`config.mk`:
```
export PLATFORM = sky130hd
export DESIGN_NAME = mem_access_sequencer
export DESIGN_NICKNAME = d
export VERILOG_FILES = /design/src/rtl/mem_access_sequencer_pkg.sv /design/src/rtl/mem_access_sequencer_load_extender.sv /design/src/rtl/mem_access_sequencer.sv
export SDC_FILE = /design/constraint.sdc
export NUM_CORES = 1
export LEC_CHECK = 0
export ABC_AREA = 0
export BUFFER_PORTS_ARGS = -buffer_cell sky130_fd_sc_hd__clkbuf_2
export CAP_MARGIN = 20
export CORE_AREA = 3 3 154 156
export CTS_CLUSTER_DIAMETER = 30
export DETAILED_ROUTE_END_ITERATION = 16
export DIE_AREA = 0 0 157 159
export PLACE_DENSITY = 0.58
export SETUP_SLACK_MARGIN = 0.05
export SLEW_MARGIN = 40
export SYNTH_ARGS = -nofsm -noshare
export SYNTH_HDL_FRONTEND = slang
export SYNTH_SLANG_ARGS = --single-unit
```
`constraint.sdc`:
```
create_clock -name clk -period 2.9 [get_ports clk]
set_input_delay 0.435 -clock clk [delete_from_list [all_inputs] [get_ports clk]]
set_output_delay 0.435 -clock clk [all_outputs]
set_load 0.02 [all_outputs]
```
`src/rtl/mem_access_sequencer_pkg.sv`:
```
// Shared constants, state encoding and request-screening helpers for the
// load/store memory access sequencer.
package mem_access_sequencer_pkg;

    localparam int MAS_DATA_WIDTH = 32;

    // memLength encodings shared with the decoder and the store path
    localparam logic [1:0] MEMLEN_BYTE = 2'd0;
    localparam logic [1:0] MEMLEN_HALF = 2'd1;
    localparam logic [1:0] MEMLEN_WORD = 2'd3;

    typedef enum logic [1:0] {
        MAS_IDLE   = 2'd0,
        MAS_ACCESS = 2'd1,
        MAS_DONE   = 2'd2
    } mas_state_e;

    // Index of the final byte of an access (nbytes - 1).
    function automatic logic [1:0] mas_last_idx(input logic [1:0] len);
        logic [1:0] r;
        case (len)
            MEMLEN_BYTE: r = 2'd0;
            MEMLEN_HALF: r = 2'd1;
            MEMLEN_WORD: r = 2'd3;
            default:     r = 2'd0;
        endcase
        return r;
    endfunction

    // A request is rejected for an illegal length, an ambiguous or empty
    // direction, or a misaligned half/word address.
    function automatic logic mas_reject(input logic       ld,
                                        input logic       st,
                                        input logic [1:0] len,
                                        input logic [1:0] addr_lo);
        logic bad_len;
        logic bad_dir;
        logic bad_align;
        bad_len   = (len == 2'd2);
        bad_dir   = (ld & st) | ~(ld | st);
        bad_align = ((len == MEMLEN_HALF) & addr_lo[0]) |
                    ((len == MEMLEN_WORD) & (addr_lo != 2'b00));
        return bad_len | bad_dir | bad_align;
    endfunction

endpackage

```
`src/rtl/mem_access_sequencer_load_extender.sv`:
```
// Combinational sign/zero extension of an assembled little-endian load word.
// Also used by the writeback mux, so it stays free of state.
module load_extender
    import mem_access_sequencer_pkg::*;
#(
    parameter int DATA_WIDTH = MAS_DATA_WIDTH
) (
    input  logic [DATA_WIDTH-1:0] raw,
    input  logic [1:0]            mem_length,
    input  logic                  load_unsigned,
    output logic [DATA_WIDTH-1:0] ext
);

    // Select the fill bit from the top of the loaded field unless unsigned.
    always_comb begin
        ext = raw;
        case (mem_length)
            MEMLEN_BYTE: ext = {{(DATA_WIDTH-8){~load_unsigned & raw[7]}}, raw[7:0]};
            MEMLEN_HALF: ext = {{(DATA_WIDTH-16){~load_unsigned & raw[15]}}, raw[15:0]};
            MEMLEN_WORD: ext = raw;
            default:     ext = raw;
        endcase
    end

endmodule

```
`src/rtl/mem_access_sequencer.sv`:
```
// Multi-cycle load/store sequencer: walks a byte-wide little-endian memory
// one byte per req/ack handshake, stalls the core with busy and returns an
// extended load result alongside a one-cycle done pulse.
module mem_access_sequencer
    import mem_access_sequencer_pkg::*;
#(
    parameter int ADDR_WIDTH = 32,
    parameter int DATA_WIDTH = MAS_DATA_WIDTH
) (
    input  logic                  clk,
    input  logic                  reset_n,
    input  logic                  req_valid,
    output logic                  req_ready,
    input  logic                  load,
    input  logic                  store,
    input  logic                  loadUnsigned,
    input  logic [1:0]            memLength,
    input  logic [ADDR_WIDTH-1:0] address,
    input  logic [DATA_WIDTH-1:0] storeData,
    output logic                  busy,
    output logic                  done,
    output logic                  error,
    output logic [DATA_WIDTH-1:0] loadData,
    output logic                  mem_req,
    output logic                  mem_we,
    output logic [ADDR_WIDTH-1:0] mem_addr,
    output logic [7:0]            mem_wdata,
    input  logic [7:0]            mem_rdata,
    input  logic                  mem_ack
);

    mas_state_e            state_q, state_d;
    logic [1:0]            idx_q, idx_d;
    logic                  store_q, store_d;
    logic                  uns_q, uns_d;
    logic [1:0]            len_q, len_d;
    logic [ADDR_WIDTH-1:0] base_q, base_d;
    logic [DATA_WIDTH-1:0] wdata_q, wdata_d;
    logic [DATA_WIDTH-1:0] asm_q, asm_d;
    logic [DATA_WIDTH-1:0] load_data_q, load_data_d;
    logic                  done_q, done_d;
    logic                  error_q, error_d;
    logic                  busy_q, busy_d;
    logic                  req_ready_q, req_ready_d;
    logic                  mem_req_q, mem_req_d;
    logic                  mem_we_q, mem_we_d;
    logic [ADDR_WIDTH-1:0] mem_addr_q, mem_addr_d;
    logic [7:0]            mem_wdata_q, mem_wdata_d;

    logic [DATA_WIDTH-1:0] asm_fill_s;
    logic [DATA_WIDTH-1:0] ext_s;

    // Assembly word with the byte arriving this cycle dropped into its lane.
    always_comb begin
        asm_fill_s = asm_q;
        asm_fill_s[{idx_q, 3'b000} +: 8] = mem_rdata;
    end

    load_extender #(.DATA_WIDTH(DATA_WIDTH)) u_ext (
        .raw           (asm_fill_s),
        .mem_length    (len_q),
        .load_unsigned (uns_q),
        .ext           (ext_s)
    );

    // Next-state and next-output logic; every output is registered below.
    always_comb begin
        state_d     = state_q;
        idx_d       = idx_q;
        store_d     = store_q;
        uns_d       = uns_q;
        len_d       = len_q;
        base_d      = base_q;
        wdata_d     = wdata_q;
        asm_d       = asm_q;
        load_data_d = load_data_q;
        done_d      = 1'b0;
        error_d     = 1'b0;
        busy_d      = busy_q;
        req_ready_d = req_ready_q;
        mem_req_d   = mem_req_q;
        mem_we_d    = mem_we_q;
        mem_addr_d  = mem_addr_q;
        mem_wdata_d = mem_wdata_q;
        case (state_q)
            MAS_IDLE: begin
                if (req_valid) begin
                    store_d     = store;
                    uns_d       = loadUnsigned;
                    len_d       = memLength;
                    base_d      = address;
                    wdata_d     = storeData;
                    idx_d       = 2'd0;
                    asm_d       = '0;
                    busy_d      = 1'b1;
                    req_ready_d = 1'b0;
                    if (mas_reject(load, store, memLength, address[1:0])) begin
                        state_d = MAS_DONE;
                        done_d  = 1'b1;
                        error_d = 1'b1;
                    end else begin
                        state_d     = MAS_ACCESS;
                        mem_req_d   = 1'b1;
                        mem_we_d    = store;
                        mem_addr_d  = address;
                        mem_wdata_d = storeData[7:0];
                    end
                end else begin
                    busy_d      = 1'b0;
                    req_ready_d = 1'b1;
                end
            end
            MAS_ACCESS: begin
                if (mem_ack) begin
                    asm_d = asm_fill_s;
                    if (idx_q == mas_last_idx(len_q)) begin
                        state_d     = MAS_DONE;
                        done_d      = 1'b1;
                        mem_req_d   = 1'b0;
                        mem_we_d    = 1'b0;
                        mem_addr_d  = '0;
                        mem_wdata_d = 8'd0;
                        if (store_q) begin
                            load_data_d = load_data_q;
                        end else begin
                            load_data_d = ext_s;
                        end
                    end else begin
                        idx_d       = idx_q + 2'd1;
                        // modulo 2^ADDR_WIDTH by construction of the adder width
                        mem_addr_d  = base_q + {{(ADDR_WIDTH-2){1'b0}}, idx_d};
                        mem_wdata_d = wdata_q[{idx_d, 3'b000} +: 8];
                    end
                end else begin
                    // wait state: hold every mem_* output exactly as issued
                    idx_d = idx_q;
                end
            end
            MAS_DONE: begin
                state_d     = MAS_IDLE;
                busy_d      = 1'b0;
                req_ready_d = 1'b1;
            end
            default: begin
                state_d     = MAS_IDLE;
                busy_d      = 1'b0;
                req_ready_d = 1'b1;
                mem_req_d   = 1'b0;
            end
        endcase
    end

    // State, request latch and registered outputs; reset aborts any access.
    always_ff @(posedge clk or negedge reset_n) begin
        if (!reset_n) begin
            state_q     <= MAS_IDLE;
            idx_q       <= 2'd0;
            store_q     <= 1'b0;
            uns_q       <= 1'b0;
            len_q       <= 2'd0;
            base_q      <= '0;
            wdata_q     <= '0;
            asm_q       <= '0;
            load_data_q <= '0;
            done_q      <= 1'b0;
            error_q     <= 1'b0;
            busy_q      <= 1'b0;
            req_ready_q <= 1'b1;
            mem_req_q   <= 1'b0;
            mem_we_q    <= 1'b0;
            mem_addr_q  <= '0;
            mem_wdata_q <= 8'd0;
        end else begin
            state_q     <= state_d;
            idx_q       <= idx_d;
            store_q     <= store_d;
            uns_q       <= uns_d;
            len_q       <= len_d;
            base_q      <= base_d;
            wdata_q     <= wdata_d;
            asm_q       <= asm_d;
            load_data_q <= load_data_d;
            done_q      <= done_d;
            error_q     <= error_d;
            busy_q      <= busy_d;
            req_ready_q <= req_ready_d;
            mem_req_q   <= mem_req_d;
            mem_we_q    <= mem_we_d;
            mem_addr_q  <= mem_addr_d;
            mem_wdata_q <= mem_wdata_d;
        end
    end

    assign req_ready = req_ready_q;
    assign busy      = busy_q;
    assign done      = done_q;
    assign error     = error_q;
    assign loadData  = load_data_q;
    assign mem_req   = mem_req_q;
    assign mem_we    = mem_we_q;
    assign mem_addr  = mem_addr_q;
    assign mem_wdata = mem_wdata_q;

endmodule

```
* Word-level counts from Yosys, hierarchy flattened
Index checks and enable logic that the tools add are counted.
Storage, ports and cells: input port bits 81, logic and storage cells 107, register bits 182
Operators by class: add/subtract/negate cells 3, bitwise gates (word level) 14, multiplexer cells 45, reduce and logical (&&, ||, !) cells 12, eq/ne operators 13, shift-type cells 3
Operators with widths (count):
- 32-bit two-way mux | 6
- 32-bit case mux with 2 select lines | 3
- 32-bit by 2-bit adder with 32-bit output | 1
- 32-bit bitwise mux | 1
- 8-bit two-way mux | 4
- 8-bit by 7-bit variable shift with 32-bit output, first input constant | 1
- 32-bit by 6-bit variable part select with 8-bit output | 1
- 8-bit by 7-bit variable part select with 32-bit output | 1
- 2-bit two-way mux | 9
- 8-bit case mux with 2 select lines | 1
- 1-bit two-way mux | 13
- 2-bit case mux with 2 select lines | 3
- 4-bit AND reduction | 3
- 2-bit inequality test, second input constant | 5
- 5-bit AND reduction | 2
- 2-bit == test, second input constant | 4
- 1-bit case mux with 2 select lines | 4
- 5-bit negation with 7-bit output | 1
- 2-bit by 1-bit == test with 1-bit output, second input constant | 3
- 3-bit AND reduction | 2
- 1-bit bitwise AND | 5
- 1-bit bitwise OR | 5
- 2-bit logical NOT | 2
- 1-bit inverter | 4
- 5 further kinds | 6

* Depth between registers and ports, before layout
word-level depth 8, depth in mapped cells 10, depth with buffers taken out 9

* Hierarchy
A second synthesis with hierarchy kept.
Second synthesis, totals: cell total of the unflattened synthesis 970, area, all modules 8997.4 um2
Modules (own cells, without submodules):
- mem_access_sequencer | cells an instance 903, sequential area each 4555.6 um2, instances 1, area each 8642.0 um2
- load_extender | cells an instance 67, sequential area each 0.0 um2, instances 1, area each 355.3 um2

* Worst setup path before layout
OpenSTA, ideal clock, no wires.
path type register to register, from register idx_q[0], to register mem_addr_q[12] (netlist: mem_addr[12]), path slack 0.346 ns, arrival time 2.422 ns, cell stages (with the launch flop) 11, period minus slack after synthesis 2.554 ns, cell sequence dfrtp_1 -> inv_2 -> ha_1 -> inv_1 -> fa_1 -> and4b_1 -> clkbuf_1 -> and3_1 -> and3_1 -> xnor2_1 -> o211ai_1
On the way: longest elaborated chain between the ends 5
RTL lines:
- start: declaration | line mem_access_sequencer.sv:33 | logic [1:0] idx_q, idx_d;
- start signal: assignment | line mem_access_sequencer.sv:175 | idx_q <= idx_d;
- 2-bit by 1-bit adder with 2-bit output | line mem_access_sequencer.sv:129 | idx_d = idx_q + 2'd1;
- 32-bit by 2-bit adder with 32-bit output | line mem_access_sequencer.sv:131 | mem_addr_d = base_q + {{(ADDR_WIDTH-2){1'b0}}, idx_d};
- 32-bit two-way mux (*) | line mem_access_sequencer.sv:116 | if (idx_q == mas_last_idx(len_q)) begin
- 32-bit two-way mux (*) | line mem_access_sequencer.sv:114 | if (mem_ack) begin
- 32-bit case mux with 2 select lines (*) | line mem_access_sequencer.sv:85 | case (state_q)
- end signal: assignment | line mem_access_sequencer.sv:189 | mem_addr_q <= mem_addr_d;
- end: declaration | line mem_access_sequencer.sv:47 | logic [ADDR_WIDTH-1:0] mem_addr_q, mem_addr_d;
Every way passes the cells marked *; elsewhere a longest branch is shown, timed or not. The select of a mux whose other input is x is not followed. A chain may end at the register's enable or synchronous reset.

* Worst setup path in the final report
from register idx_q[1], to register mem_addr_q[30] (netlist: mem_addr[30])
Same word-level chain as after synthesis.

==> flow_summary.toml <==
[yosys]
synth_cell_type_count = 54
ys_seq_elements = 182
netlist_instances = 810
synth-edff-count = 0
async_reset_ff_share_pct = 100
ys_dominant_reg_cell = "sky130_fd_sc_hd__dfrtp_1"
synth-seq-area-share_pct = 52.4
syn_area_um2 = 8690
synth_area_leader_cell = "sky130_fd_sc_hd__dfrtp_1"
synth_top_cell_area_share_pct = 52.1
synth_area_leaders = "sky130_fd_sc_hd__dfrtp_1 (52%), sky130_fd_sc_hd__mux2_2 (8.6%), sky130_fd_sc_hd__nand2_1 (4.4%)"
ys.warnings.count = 0
synth_area_per_cell_um2 = 10.7
synth_fp_nets = 898

[run_status]
run_status = "finished with violations"
violations = "negative hold slack"

[timing]
clock_skew_ns = 0.0169
final-max-slew-violation-count = 0
rsz0062_at_grt = "false"
setup_ws_ns = 0.341
finalWorstPathRequiredPeriod_ns = 2.56
worst-slew-pin-transition_ns = 0.744
hold_ws_ns = -0.00146
total_count_of_hold_check_failures_in_the_final_report = 1
max_freq_mhz = 391
worst_slew_margin_rel_pct = 50.4
fin_crit_sh_pct = 88.2
setup_total_negative_slack_ns = 0
timing.final.setup_violations = 0

[critical_path]
worst_ep_arrival_time_ns = 2.85
critPathCaptureType = "register"
highest_cell_delay_on_the_worst_timing_path_ns = 0.45
cp.required_ns = 3.20
crit_path_cell_trace = "inv_1 -> ha_1 -> inv_1 -> fa_1 -> and4b_2 -> nand2_1 -> nor4_1 -> xnor2_1 -> o211ai_1"
reg2reg_setup_slack_ns = 0.34
cpMostUsedCell = "sky130_fd_sc_hd__inv_1"
critical-path-slowest-cell = "sky130_fd_sc_hd__fa_1"
worst_setup_path_start_kind = "register"
crit_path_max_fanout = 5
worstSetupPathType = "reg -> reg"

[global_route]
grt_use_total_pct = 18.6
grt_antenna_before_repair = 2
grt_pass1_vias = 6767
pin_count_of_the_biggest_net_entering_global_routing = 65
global_route_wire_length_before_repair_um = 37500
globalRoute.totalOverflow = 0

[detailed_routing]
via_count = 6659
drt_first_pass_iters = 5
totalWireLength_um = 22700
first_drt_iteration_drcs = 339
antenna_left = 0
routed_wl_per_cell_um = 18.1
vias_per_cell = 5.32
drcViolationCount = 0

[placement]
gpl.final_weighted_congestion = 0.787
place_hpwl_um = 15600
preCtsSetupSlack_ns = 0.301
numPortBuffers = 158

[clock_tree]
cts-htree-levels = 4
cts_hold_buf = 0
cts_root_buffer = "sky130_fd_sc_hd__clkbuf_16"
clock_sinks = 182
clkLatencyLatePin_ns = 0.43
clkTransAtPathRegs_ns = 0.07
cts_post_setup_buffers_inserted = 0
ctsLongestPathBuffers = 2
cts_tree = "yes"
ctsResizeCount = 0
tritoncts.num_buffers = 17

[pwr]
irDropWorstVdd_v = 0.000509
cellLeakagePower_nw = 4.53
power-per-cell-area_nw_per_um2 = 976

[die]
die_h_um = 159
start_util_pct = 38.6
design.portCount = 159
coreArea_um2 = 22500
die_area_um2 = 25000
chipWidth_um = 157
placementRows = 55

[flow_run]
maxCapViolCount = 0

[final_layout]
layout.filler_cells = 2139
num-nets-final = 1043
areaGrowthSynthToFinish_pct = 20.6
postLayoutCoreUtil_pct = 46.6
n_diodes = 0
drive_above_1_share_pct = 32.1

[worst_hold_path]
hp-class = "in -> async"
[cell usage after synthesis, types with 2 or more instances]
| library cell | instances |
|---|---|
| sky130_fd_sc_hd__o21a_1 | 8 |
| sky130_fd_sc_hd__inv_1 | 17 |
| sky130_fd_sc_hd__a21o_1 | 2 |
| sky130_fd_sc_hd__nor4bb_1 | 2 |
| sky130_fd_sc_hd__nand3_1 | 31 |
| sky130_fd_sc_hd__nand2b_1 | 8 |
| sky130_fd_sc_hd__and4b_1 | 2 |
| sky130_fd_sc_hd__xnor2_1 | 22 |
| sky130_fd_sc_hd__a32o_1 | 11 |
| sky130_fd_sc_hd__nor3b_1 | 10 |
| sky130_fd_sc_hd__buf_1 | 5 |
| sky130_fd_sc_hd__a22o_1 | 8 |
| sky130_fd_sc_hd__or3_1 | 2 |
| sky130_fd_sc_hd__mux2i_1 | 3 |
| sky130_fd_sc_hd__buf_2 | 20 |
| sky130_fd_sc_hd__a21oi_1 | 41 |
| sky130_fd_sc_hd__nor2_1 | 38 |
| sky130_fd_sc_hd__nor4_1 | 10 |
| sky130_fd_sc_hd__mux2_2 | 66 |
| sky130_fd_sc_hd__a31oi_2 | 10 |
| sky130_fd_sc_hd__a31o_2 | 2 |
| sky130_fd_sc_hd__mux4_2 | 8 |
| sky130_fd_sc_hd__o211ai_1 | 30 |
| sky130_fd_sc_hd__o21ai_0 | 46 |
| sky130_fd_sc_hd__nand2_1 | 101 |
| sky130_fd_sc_hd__a22oi_1 | 9 |
| sky130_fd_sc_hd__and2_1 | 3 |
| sky130_fd_sc_hd__clkbuf_1 | 29 |
| sky130_fd_sc_hd__nor3_1 | 5 |
| sky130_fd_sc_hd__nor2b_1 | 24 |
| sky130_fd_sc_hd__a31oi_1 | 9 |
| sky130_fd_sc_hd__xor2_1 | 9 |
| sky130_fd_sc_hd__and3_1 | 7 |
| sky130_fd_sc_hd__and4_1 | 3 |
| sky130_fd_sc_hd__dfrtp_1 | 181 |
| sky130_fd_sc_hd__ha_1 | 6 |
| sky130_fd_sc_hd__nand4_1 | 5 |
[critical path: cells and delay by family, from the launching register on]
family                     cells  cell delay (ns)
AOI/OAI and AO/OA              1             0.09
and+or+nand+nor                3             0.82
xor gates and xnor gates       1             0.16
DFF                            1             0.42
buffers and inverters          2             0.19
adders and majority gates      2             0.75
[final cells by class]
type | count | area, um2 | area share, %
Sequential cell | 182 | 4560 | 43.5
Multi-Input combinational cell | 554 | 3850 | 36.7
Timing Repair Buffer | 182 | 1040 | 9.95
Clock buffer | 18 | 439 | 4.19
Tap cell | 285 | 357 | 3.40
Clock inverter | 13 | 168 | 1.60
Inverter | 18 | 67.6 | 0.645
[cells in the final DEF (no fill, tap or decap), types with 9 or more instances in the layout]
master and n:
sky130_fd_sc_hd__a32o_1 11, sky130_fd_sc_hd__xnor2_1 22, sky130_fd_sc_hd__a22oi_1 9, sky130_fd_sc_hd__inv_1 17, sky130_fd_sc_hd__nor2b_1 24, sky130_fd_sc_hd__nand2_1 101, sky130_fd_sc_hd__a31oi_1 9, sky130_fd_sc_hd__mux2_2 66
sky130_fd_sc_hd__o21ai_0 46, sky130_fd_sc_hd__clkbuf_2 157, sky130_fd_sc_hd__xor2_1 9, sky130_fd_sc_hd__buf_4 19, sky130_fd_sc_hd__nor2_1 38, sky130_fd_sc_hd__dfrtp_1 181, sky130_fd_sc_hd__o211ai_1 30, sky130_fd_sc_hd__a21oi_1 40
sky130_fd_sc_hd__nor4_1 10, sky130_fd_sc_hd__clkbuf_16 17, sky130_fd_sc_hd__a31oi_2 10, sky130_fd_sc_hd__nand3_1 31
[routing by layer]
layer / GRT usage (%) / wire, um
met2: 29.2 / 10600
met5: 0 / 30
met4: 5.01 / 342
met1: 26.2 / 10500
met3: 4.10 / 1200
[power by group]
group / total (mW) / internal [mW] / switching, mW
clock: 2.43 / 1.39 / 1.04
combinational: 3.60 / 1.51 / 2.08
sequential: 4.20 / 3.49 / 0.703
[stage by stage]
step	cell area (um2)	instances	power [mW]
global placement	9870	1221	7.83
CTS	10500	1252	10.4
detailed placement	9870	1221	7.89
finish	10500	1252	10.2
floorplan	8690	810	6.56
global route	10500	1252	10.9
[path summary, 6_finish.rpt]
| check | cells past startpoint | to | start |
|---|---|---|---|
| max | 9 | mem_addr[30] | idx_q[1] |
| max reg2reg | 9 | mem_addr[30] | idx_q[1] |
| min | 1 | loadData[5] | reset_n |
| min in group clk | 2 | wdata_q[19] | storeData[19] |
| min reg2reg | 2 | asm_q[29] | asm_q[29] |
| max in group asynchronous | 2 | req_ready | reset_n |
[kinds of logic (layout without fill, tap and decap cells)]
kind of cell / Yosys count / count (layout) / synth area share (%)
xor gates and xnor gates: 31 / 31 / 3.12
and+or+nand+nor: 255 / 255 / 14.4
muxes: 77 / 77 / 11.0
adders and majority gates: 7 / 7 / 1.09
DFF: 182 / 182 / 52.4
AOI/OAI and AO/OA: 184 / 184 / 14.4
buffers and inverters: 74 / 231 / 3.59
[sequential cells by signal, indices dropped and copies added (netlist names), 2 cells and up]
register	count
asm_q	32
base_q	32
loadData	32
mem_addr	32
wdata_q	32
mem_wdata	8
idx_q	2
len_q	2
state_q	2
No activity file was read; power rests on OpenSTA's default activity.
